### src/rtl/lsu_pkg.sv
// Shared definitions for the MEM-stage load/store unit: RV32I width codes,
// FSM state encoding and byte-lane helpers.
package lsu_pkg;

    localparam logic [2:0] F3_B  = 3'b000;
    localparam logic [2:0] F3_H  = 3'b001;
    localparam logic [2:0] F3_W  = 3'b010;
    localparam logic [2:0] F3_BU = 3'b100;
    localparam logic [2:0] F3_HU = 3'b101;

    typedef enum logic [1:0] {
        IDLE   = 2'd0,
        RMW_RD = 2'd1,
        RMW_WR = 2'd2
    } lsu_state_e;

    function automatic logic is_half(input logic [2:0] f3);
        return (f3 == F3_H) || (f3 == F3_HU);
    endfunction

    // Byte lane `lane` is covered by an access at offset `off` (byte or half).
    function automatic logic lane_hit(input logic [1:0] off, input logic half,
                                      input logic [1:0] lane);
        return half ? (lane[1] == off[1]) : (lane == off);
    endfunction

endpackage

### src/rtl/lsu_align.sv
// Combinational data alignment: load lane extract with sign/zero extension,
// and store lane merge into a previously read word.
module lsu_align
    import lsu_pkg::*;
#(
    parameter int XLEN = 32
) (
    input  logic [XLEN-1:0] ld_word_i,
    input  logic [2:0]      ld_funct3_i,
    input  logic [1:0]      ld_off_i,
    output logic [XLEN-1:0] ld_data_o,
    input  logic [XLEN-1:0] st_word_i,
    input  logic [XLEN-1:0] st_data_i,
    input  logic [1:0]      st_off_i,
    input  logic            st_half_i,
    output logic [XLEN-1:0] st_merged_o
);

    logic [7:0]  ld_lane [4];
    logic [7:0]  ld_byte;
    logic [15:0] ld_half;

    for (genvar gi = 0; gi < 4; gi++) begin : g_lane
        assign ld_lane[gi] = ld_word_i[8*gi +: 8];
        // Halfword stores place data[15:8] in the upper lane of the pair.
        assign st_merged_o[8*gi +: 8] =
            lane_hit(st_off_i, st_half_i, 2'(gi))
                ? (st_half_i ? st_data_i[8*(gi%2) +: 8] : st_data_i[7:0])
                : st_word_i[8*gi +: 8];
    end

    always_comb begin
        ld_byte = ld_lane[ld_off_i];
        ld_half = ld_off_i[1] ? ld_word_i[31:16] : ld_word_i[15:0];
        case (ld_funct3_i)
            F3_B:    ld_data_o = {{(XLEN-8){ld_byte[7]}}, ld_byte};
            F3_H:    ld_data_o = {{(XLEN-16){ld_half[15]}}, ld_half};
            F3_BU:   ld_data_o = {{(XLEN-8){1'b0}}, ld_byte};
            F3_HU:   ld_data_o = {{(XLEN-16){1'b0}}, ld_half};
            default: ld_data_o = ld_word_i;
        endcase
    end

endmodule

### src/rtl/mem_stage_lsu.sv
// MEM-stage load/store unit: byte/half access on a word-only data memory,
// SB/SH via a two-cycle read-modify-write, and alignment/funct3 fault tracking.
module mem_stage_lsu
    import lsu_pkg::*;
#(
    parameter int XLEN        = 32,
    parameter int FAULT_CNT_W = 8
) (
    input  logic                   clk,
    input  logic                   reset,
    input  logic                   req_valid,
    input  logic                   req_load,
    input  logic                   req_store,
    input  logic [2:0]             req_funct3,
    input  logic [XLEN-1:0]        req_addr,
    input  logic [XLEN-1:0]        req_wdata,
    output logic                   lsu_stall,
    output logic                   lsu_done,
    output logic [XLEN-1:0]        lsu_rdata,
    output logic                   lsu_fault,
    output logic [XLEN-1:0]        fault_addr,
    output logic [FAULT_CNT_W-1:0] fault_count,
    output logic [XLEN-1:0]        dmem_addr,
    output logic [XLEN-1:0]        dmem_wdata,
    output logic                   dmem_read,
    output logic                   dmem_write,
    input  logic [XLEN-1:0]        dmem_rdata
);

    lsu_state_e             state_q, state_d, phase;
    logic [XLEN-1:0]        hold_addr_q, hold_wdata_q, hold_word_q;
    logic [2:0]             hold_funct3_q;
    logic [XLEN-1:0]        fault_addr_q;
    logic [FAULT_CNT_W-1:0] fault_count_q, fault_count_d;

    logic f3_ok, kind_ok, misaligned, req_bad, req_take, fault_evt, rmw_start;
    logic [XLEN-1:0] ld_data, st_merged;

    lsu_align #(.XLEN(XLEN)) u_align (
        .ld_word_i   (dmem_rdata),
        .ld_funct3_i (req_funct3),
        .ld_off_i    (req_addr[1:0]),
        .ld_data_o   (ld_data),
        .st_word_i   (hold_word_q),
        .st_data_i   (hold_wdata_q),
        .st_off_i    (hold_addr_q[1:0]),
        .st_half_i   (is_half(hold_funct3_q)),
        .st_merged_o (st_merged)
    );

    always_comb begin
        kind_ok    = req_load ^ req_store;
        f3_ok      = req_load ? (req_funct3 inside {F3_B, F3_H, F3_W, F3_BU, F3_HU})
                              : (req_funct3 inside {F3_B, F3_H, F3_W});
        misaligned = ((req_funct3 == F3_W) && (req_addr[1:0] != 2'b00)) ||
                     (is_half(req_funct3) && req_addr[0]);
        req_bad    = !kind_ok || !f3_ok || misaligned;
        req_take   = !reset && req_valid && (state_q == IDLE);
        fault_evt  = req_take && req_bad;
        rmw_start  = req_take && !req_bad && req_store && (req_funct3 != F3_W);
        // Memory read is async, so the read phase of an RMW overlaps the accepting cycle.
        phase      = rmw_start ? RMW_RD : state_q;
        fault_count_d = (&fault_count_q) ? fault_count_q : fault_count_q + 1'b1;
    end

    always_comb begin
        state_d    = IDLE;
        lsu_stall  = 1'b0;
        lsu_done   = 1'b0;
        lsu_fault  = 1'b0;
        lsu_rdata  = '0;
        dmem_addr  = '0;
        dmem_wdata = '0;
        dmem_read  = 1'b0;
        dmem_write = 1'b0;
        if (!reset) begin
            case (phase)
                RMW_RD: begin
                    state_d   = RMW_WR;
                    lsu_stall = 1'b1;
                    dmem_read = 1'b1;
                    dmem_addr = {req_addr[XLEN-1:2], 2'b00};
                end
                RMW_WR: begin
                    dmem_write = 1'b1;
                    dmem_addr  = {hold_addr_q[XLEN-1:2], 2'b00};
                    dmem_wdata = st_merged;
                    lsu_done   = 1'b1;
                end
                default: begin
                    if (req_take) begin
                        lsu_done = 1'b1;
                        if (req_bad) begin
                            lsu_fault = 1'b1;
                        end else if (req_load) begin
                            dmem_read = 1'b1;
                            dmem_addr = {req_addr[XLEN-1:2], 2'b00};
                            lsu_rdata = ld_data;
                        end else begin
                            dmem_write = 1'b1;
                            dmem_addr  = {req_addr[XLEN-1:2], 2'b00};
                            dmem_wdata = req_wdata;
                        end
                    end
                end
            endcase
        end
    end

    always_ff @(posedge clk) begin
        if (reset) begin
            state_q       <= IDLE;
            hold_addr_q   <= '0;
            hold_wdata_q  <= '0;
            hold_word_q   <= '0;
            hold_funct3_q <= '0;
            fault_addr_q  <= '0;
            fault_count_q <= '0;
        end else begin
            state_q <= state_d;
            if (phase == RMW_RD) begin
                hold_addr_q   <= req_addr;
                hold_wdata_q  <= req_wdata;
                hold_word_q   <= dmem_rdata;
                hold_funct3_q <= req_funct3;
            end
            if (fault_evt) begin
                fault_addr_q  <= req_addr;
                fault_count_q <= fault_count_d;
            end
        end
    end

    assign fault_addr  = fault_addr_q;
    assign fault_count = fault_count_q;

endmodule

### config.mk
export PLATFORM = sky130hd
export DESIGN_NAME = mem_stage_lsu
export DESIGN_NICKNAME = d
export VERILOG_FILES = /design/src/rtl/lsu_pkg.sv /design/src/rtl/lsu_align.sv /design/src/rtl/mem_stage_lsu.sv
export SDC_FILE = /design/constraint.sdc
export NUM_CORES = 1
export LEC_CHECK = 0
export ABC_CLOCK_PERIOD_IN_PS = 3750
export BUFFER_PORTS_ARGS = -buffer_cell sky130_fd_sc_hd__clkbuf_2
export CORE_MARGIN = 3
export CORE_UTILIZATION = 30
export DETAILED_ROUTE_END_ITERATION = 8
export GPL_ROUTABILITY_DRIVEN = 0
export GPL_TIMING_DRIVEN = 0
export HOLD_SLACK_MARGIN = 0.15
export RECOVER_POWER = 50
export SYNTH_ARGS = -nofsm -noshare
export SYNTH_HDL_FRONTEND = slang
export SYNTH_SLANG_ARGS = --single-unit
### constraint.sdc
create_clock -name clk -period 3.75 [get_ports clk]
set_clock_uncertainty 0.05 [all_clocks]
set_input_delay 0.1875 -clock clk [delete_from_list [all_inputs] [get_ports clk]]
set_output_delay 0.1875 -clock clk [all_outputs]
set_load 0.05 [all_outputs]
==> flow_summary.json, run 1 <==
{
  "hp-class": "in2reg",
  "cts_tree": "yes",
  "gr-total-overflow": 0,
  "fin_tns_setup_ps": 0,
  "synth_cell_types": 50,
  "p_int_mw": 2.520,
  "core_area_um2": 21290,
  "ys.flop_type": "dfxtp_1",
  "drt_iter0_markers": 475,
  "viasPerCell": 4.984,
  "min_period_ps": 3302,
  "drc": 0,
  "tightest_slew_ps": 850.4,
  "critical_path.max_fanout": 10,
  "numCtsBuffers": 17,
  "first_global_vias": 7110,
  "hpwl_mm": 19.58,
  "avgSynthCellArea_um2": 7.651,
  "drv_slew": 0,
  "status": "finished clean",
  "cellLeakagePower_nw": 3.803,
  "relSlewSlack_pct": 43.31,
  "cts_buffer_depth": 2,
  "cts_root_buf": "clkbuf_16",
  "num-nets-final": 1305,
  "grtUsageTotal_pct": 21.18,
  "setup_violations": 0,
  "synthArstFlopShare_pct": 0,
  "clock_power_share_pct": 46.9,
  "p_per_area_nw_per_um2": 370.1,
  "finalHoldViolCount": 0,
  "cp.required_ps": 3510,
  "synth-edff-count": 0,
  "drv_cap": 0,
  "ant_nets": 0,
  "finalWorstSetupSlack_ps": 448.2,
  "rsz0062_at_grt": "false",
  "fp.dieW_um": 154.0,
  "netSwitchingPower_mw": 0.9709,
  "io_buffers": 240,
  "seqPwrFrac_pct": 38.8,
  "htree_num_levels": 4,
  "io_pins": 245,
  "worstPathArrival_ps": 3060,
  "rows": 53,
  "p_sw_share_pct": 27.81,
  "area_growth_pct": 43.50,
  "fin_area_um2": 9432,
  "synth.cell_area_um2": 6573,
  "grt_pass1_wl_mm": 39.90,
  "wl_per_cell_um": 17.51,
  "place_ws_ps": 949.4,
  "antenna_found_initial": 0,
  "post_cts_buffers": 0,
  "yosysSeqAreaShare_pct": 37.46,
  "clkTransAtPathRegs_ps": 60,
  "die-area_um2": 23720,
  "post_dp_cell_area_um2": 8122,
  "vias": 7421,
  "max_freq_mhz": 302.9,
  "clock_sinks": 123,
  "yosysWarnings": 0,
  "yosys.area.top_type": "dfxtp_1",
  "detail_route.first_pass.iterations": 6,
  "final_cell_mix": "clkbuf_2 (200), nand2_1 (164), dfxtp_1 (123), clkbuf_1 (98), nand2b_1 (92)",
  "initial_utilization_pct": 30.88,
  "crit_path_start_kind": "input pin",
  "end_kind": "output pin",
  "fin_crit_sh_pct": 88.05,
  "layout_commonest_cell": "clkbuf_2",
  "vdd_drop_max_v": 0.0001952,
  "ys_seq_elements": 123,
  "wl_mm": 26.07,
  "post-place-cells": 1375,
  "critical_path_class": "in2out",
  "synth.area.top_cells": "dfxtp_1 (37%), nand2_1 (9.4%), nand2b_1 (8.8%), o21ai_0 (5.6%), a21oi_1 (5.2%)",
  "clkLatencyLatePin_ps": 410,
  "synth_cells": 859,
  "drive_gt1_share_pct": 22.75,
  "die_y_um": 154.0,
  "fin_util_pct": 44.31,
  "pwr-share-comb_pct": 14.3,
  "final_cell_count_no_fill": 1489,
  "synth_top_area_share_pct": 37.46,
  "grt_start_max_net_pins": 17
}
## sequential cells by signal, summed over array words and instances, names as in the netlist
signal and cells:
state_q 1, hold_word_q 32, fault_count 8, hold_wdata_q 16, hold_funct3_q 2, fault_addr 32
hold_addr_q 32
## power by group through the flow
stage / registers (mW) / clock network [mW] / logic (mW)
after detailed placement: 1.38 / 0 / 0.438
after floorplan: 1.44 / 0 / 0.201
after global placement: 1.38 / 0 / 0.437
final: 1.35 / 1.64 / 0.501
after CTS: 1.35 / 1.66 / 0.507
after global routing: 1.36 / 1.73 / 0.538
## synth_stat cells, types with 4 or more instances
master	n
nor2_1	46
o22ai_1	7
a22o_1	30
o211ai_1	9
nor2b_1	4
buf_6	9
nand2_1	164
a22oi_1	32
o21ai_0	73
buf_4	4
dfxtp_1	123
mux2_2	23
o31ai_1	9
clkbuf_1	45
and3_1	6
nand2b_1	92
buf_2	13
inv_1	13
a21oi_1	68
mux2i_1	10
nor3_1	37
## path summary, 6_finish.rpt
check	start	endpoint	slack, ps	cells after the start
max	req_addr[0]	dmem_wdata[8]	450	9
min	req_funct3[1]	state_q[1]	200	3
max reg2reg	state_q[1]	hold_addr_q[13]	1070	9
min reg2reg	fault_addr[16]	fault_addr[16]	410	2
## worst max-delay path: stages
cell	delay (ps)
dlygate4sd3_1	540
buf_6	150
or4_4	530
and2_4	190
nor4_4	570
buf_6	230
nand2_1	60
a21oi_1	250
clkbuf_2	330
## kinds of logic (layout without fill, tap and decap cells)
family                   count (synthesis)  count (layout)  share of synthesized area, %
buffers and inverters                   89             442                         6.625
adder cells (fa/ha/maj)                  1               1                        0.1903
AND/OR/NAND/NOR                        363             363                         26.31
flip-flops                             123             123                         37.46
other                                    1               3                       0.05706
AO/OA/AOI/OAI                          245             245                         23.15
XOR/XNOR                                 3               3                        0.3998
multiplexers                            34              34                         5.806
## final cells by class
| class | instances | area (µm²) |
|---|---|---|
| Clock inverter | 13 | 141.4 |
| Multi-Input combinational cell | 648 | 3669 |
| Tap cell | 275 | 344.1 |
| Inverter | 14 | 52.55 |
| Clock buffer | 19 | 442.9 |
| Timing Repair Buffer | 321 | 1959 |
| Sequential cell | 123 | 2462 |
| Antenna cell | 1 | 2.502 |
| Fill cell | 2220 | 11860 |
| Buffer | 75 | 357.8 |
## stage by stage
stage	hold slack [ps]	total power, mW
global route	223.8	3.619
CTS	188.9	3.524
global placement	354.6	1.817
floorplan	246.0	1.646
detailed placement	357.9	1.819
finish	204.7	3.491
## routing by layer
layer | track usage (%) | vias up | share of wire, % | wire (µm)
li1 | - | 3651 | - | -
met2 | 33.15 | 272 | 44 | 11570
met5 | 0 | - | 0 | 0
met1 | 29.82 | 3459 | 48 | 12420
met4 | 6.686 | 0 | 2.2 | 570
met3 | 3.490 | 39 | 5.8 | 1512
## what timing repair did
item	4_1_cts	5_1_grt
hold endpoints to repair	111	0
hold buffers	81	0
resized for setup	0	0
No activity file was read; power rests on OpenSTA's default activity.
==> run 2: changes to the inputs <==
- CELL_PAD_IN_SITES_DETAIL_PLACEMENT: default -> 1
- CELL_PAD_IN_SITES_GLOBAL_PLACEMENT: default -> 1
- PLACE_DENSITY_LB_ADDON: default -> 0.1
==> run 2 against run 1 <==
Non-clock buffer count fell by 1. Clock-buffer cell count fell by 2. Fmax rose by 0.31%. Register-to-register slack improved by 60 ps. Highest routed layer unchanged.
==> flow_summary.json, run 2 (synthesis gave the netlist of run 1 again) <==
{
  "status": "finished clean",
  "viasPerCell": 4.993,
  "setup_violations": 0,
  "die-area_um2": 23720,
  "wl_per_cell_um": 18.76,
  "rsz0062_at_grt": "false",
  "clock_sinks": 123,
  "grt_pass1_wl_mm": 43.57,
  "area_growth_pct": 43.35,
  "finalHoldViolCount": 0,
  "io_pins": 245,
  "clkTransAtPathRegs_ps": 60,
  "post_cts_buffers": 0,
  "post-place-cells": 1375,
  "finalWorstSetupSlack_ps": 458.3,
  "ant_nets": 0,
  "io_buffers": 240,
  "fp.dieW_um": 154.0,
  "fin_tns_setup_ps": 0,
  "critical_path_class": "in2out",
  "grt_start_max_net_pins": 17,
  "place_ws_ps": 953.2,
  "critical_path.max_fanout": 10,
  "detail_route.first_pass.iterations": 4,
  "cts_root_buf": "clkbuf_16",
  "hpwl_mm": 21.04,
  "crit_path_start_kind": "input pin",
  "die_y_um": 154.0,
  "grtUsageTotal_pct": 23.00,
  "min_period_ps": 3292,
  "drv_cap": 0,
  "num-nets-final": 1304,
  "cts_buffer_depth": 2,
  "cts_tree": "yes",
  "drt_iter0_markers": 329,
  "drc": 0,
  "vias": 7419,
  "hp-class": "in2reg",
  "drive_gt1_share_pct": 22.79,
  "antennaDiodeCount": 0,
  "tightest_slew_ps": 781.9,
  "worstPathArrival_ps": 3050,
  "postCtsHoldBufs": 80,
  "cellLeakagePower_nw": 3.801,
  "final_cell_mix": "clkbuf_2 (200), nand2_1 (164), dfxtp_1 (123), clkbuf_1 (97), nand2b_1 (92)",
  "p_per_area_nw_per_um2": 374.2,
  "htree_num_levels": 4,
  "initial_utilization_pct": 30.88,
  "fin_crit_sh_pct": 87.78,
  "rows": 53,
  "first_global_vias": 7960,
  "post_cts_resized": 0,
  "antenna_found_initial": 0,
  "max_freq_mhz": 303.8,
  "numCtsBuffers": 17,
  "final_cell_count_no_fill": 1486,
  "core_area_um2": 21290,
  "layout_commonest_cell": "clkbuf_2",
  "relSlewSlack_pct": 47.76,
  "gr-total-overflow": 0,
  "finalPower_mw": 3.526,
  "drv_slew": 0,
  "clkLatencyLatePin_ps": 420,
  "wl_mm": 27.88,
  "cp.required_ps": 3510,
  "end_kind": "output pin",
  "vdd_drop_max_v": 0.0002576
}
## run 2: stage by stage
step	hold WS, ps	cell area [µm²]	utilization [%]
after CTS	173.4	9509	44.67
after floorplan	246.0	6576	-
final	177.1	9422	44.26
after global placement	355.2	8122	38.15
after detailed placement	363.2	8122	38.15
after global routing	194.9	9422	44.26
## run 2: worst max-delay path: stages
cell and delay (ps):
dlygate4sd3_1 550, buf_6 150, or4_4 530, a21boi_0 370, and3_1 220, buf_4 160, buf_6 170, buf_6 160
buf_6 160, inv_1 50, nand2_1 60, clkbuf_2 280
## run 2: where the power goes
part	switching (mW)	total [mW]	internal, mW
clock	0.680	1.67	0.991
combinational	0.318	0.502	0.184
sequential	0.0175	1.35	1.34
## run 2: cell type report
type                            instances  area, µm²
Clock inverter                         14      161.4
Tap cell                              275      344.1
Inverter                               14      52.55
Timing Repair Buffer                  320       1949
Sequential cell                       123       2462
Buffer                                 75      357.8
Clock buffer                           17      425.4
Fill cell                            2708      11870
Multi-Input combinational cell        648       3669
## run 2: worst paths after layout
| check | from | end | slack (ps) | cells past startpoint |
|---|---|---|---|---|
| worst min-delay path | req_funct3[2] | state_q[1] | 180 | 3 |
| worst min register to register | fault_addr[7] | fault_addr[7] | 400 | 2 |
| worst max-delay path | req_addr[0] | dmem_read | 460 | 12 |
| worst max register to register | state_q[1] | hold_addr_q[20] | 1130 | 9 |
## run 2: per-layer routing
layer / track usage, % / routed length [µm] / vias to the layer above
li1: - / - / 3649
met1: 27.70 / 11910 / 3551
met2: 41.81 / 14320 / 177
met3: 3.828 / 1047 / 42
met4: 6.854 / 598 / 0
met5: 0 / 0 / -
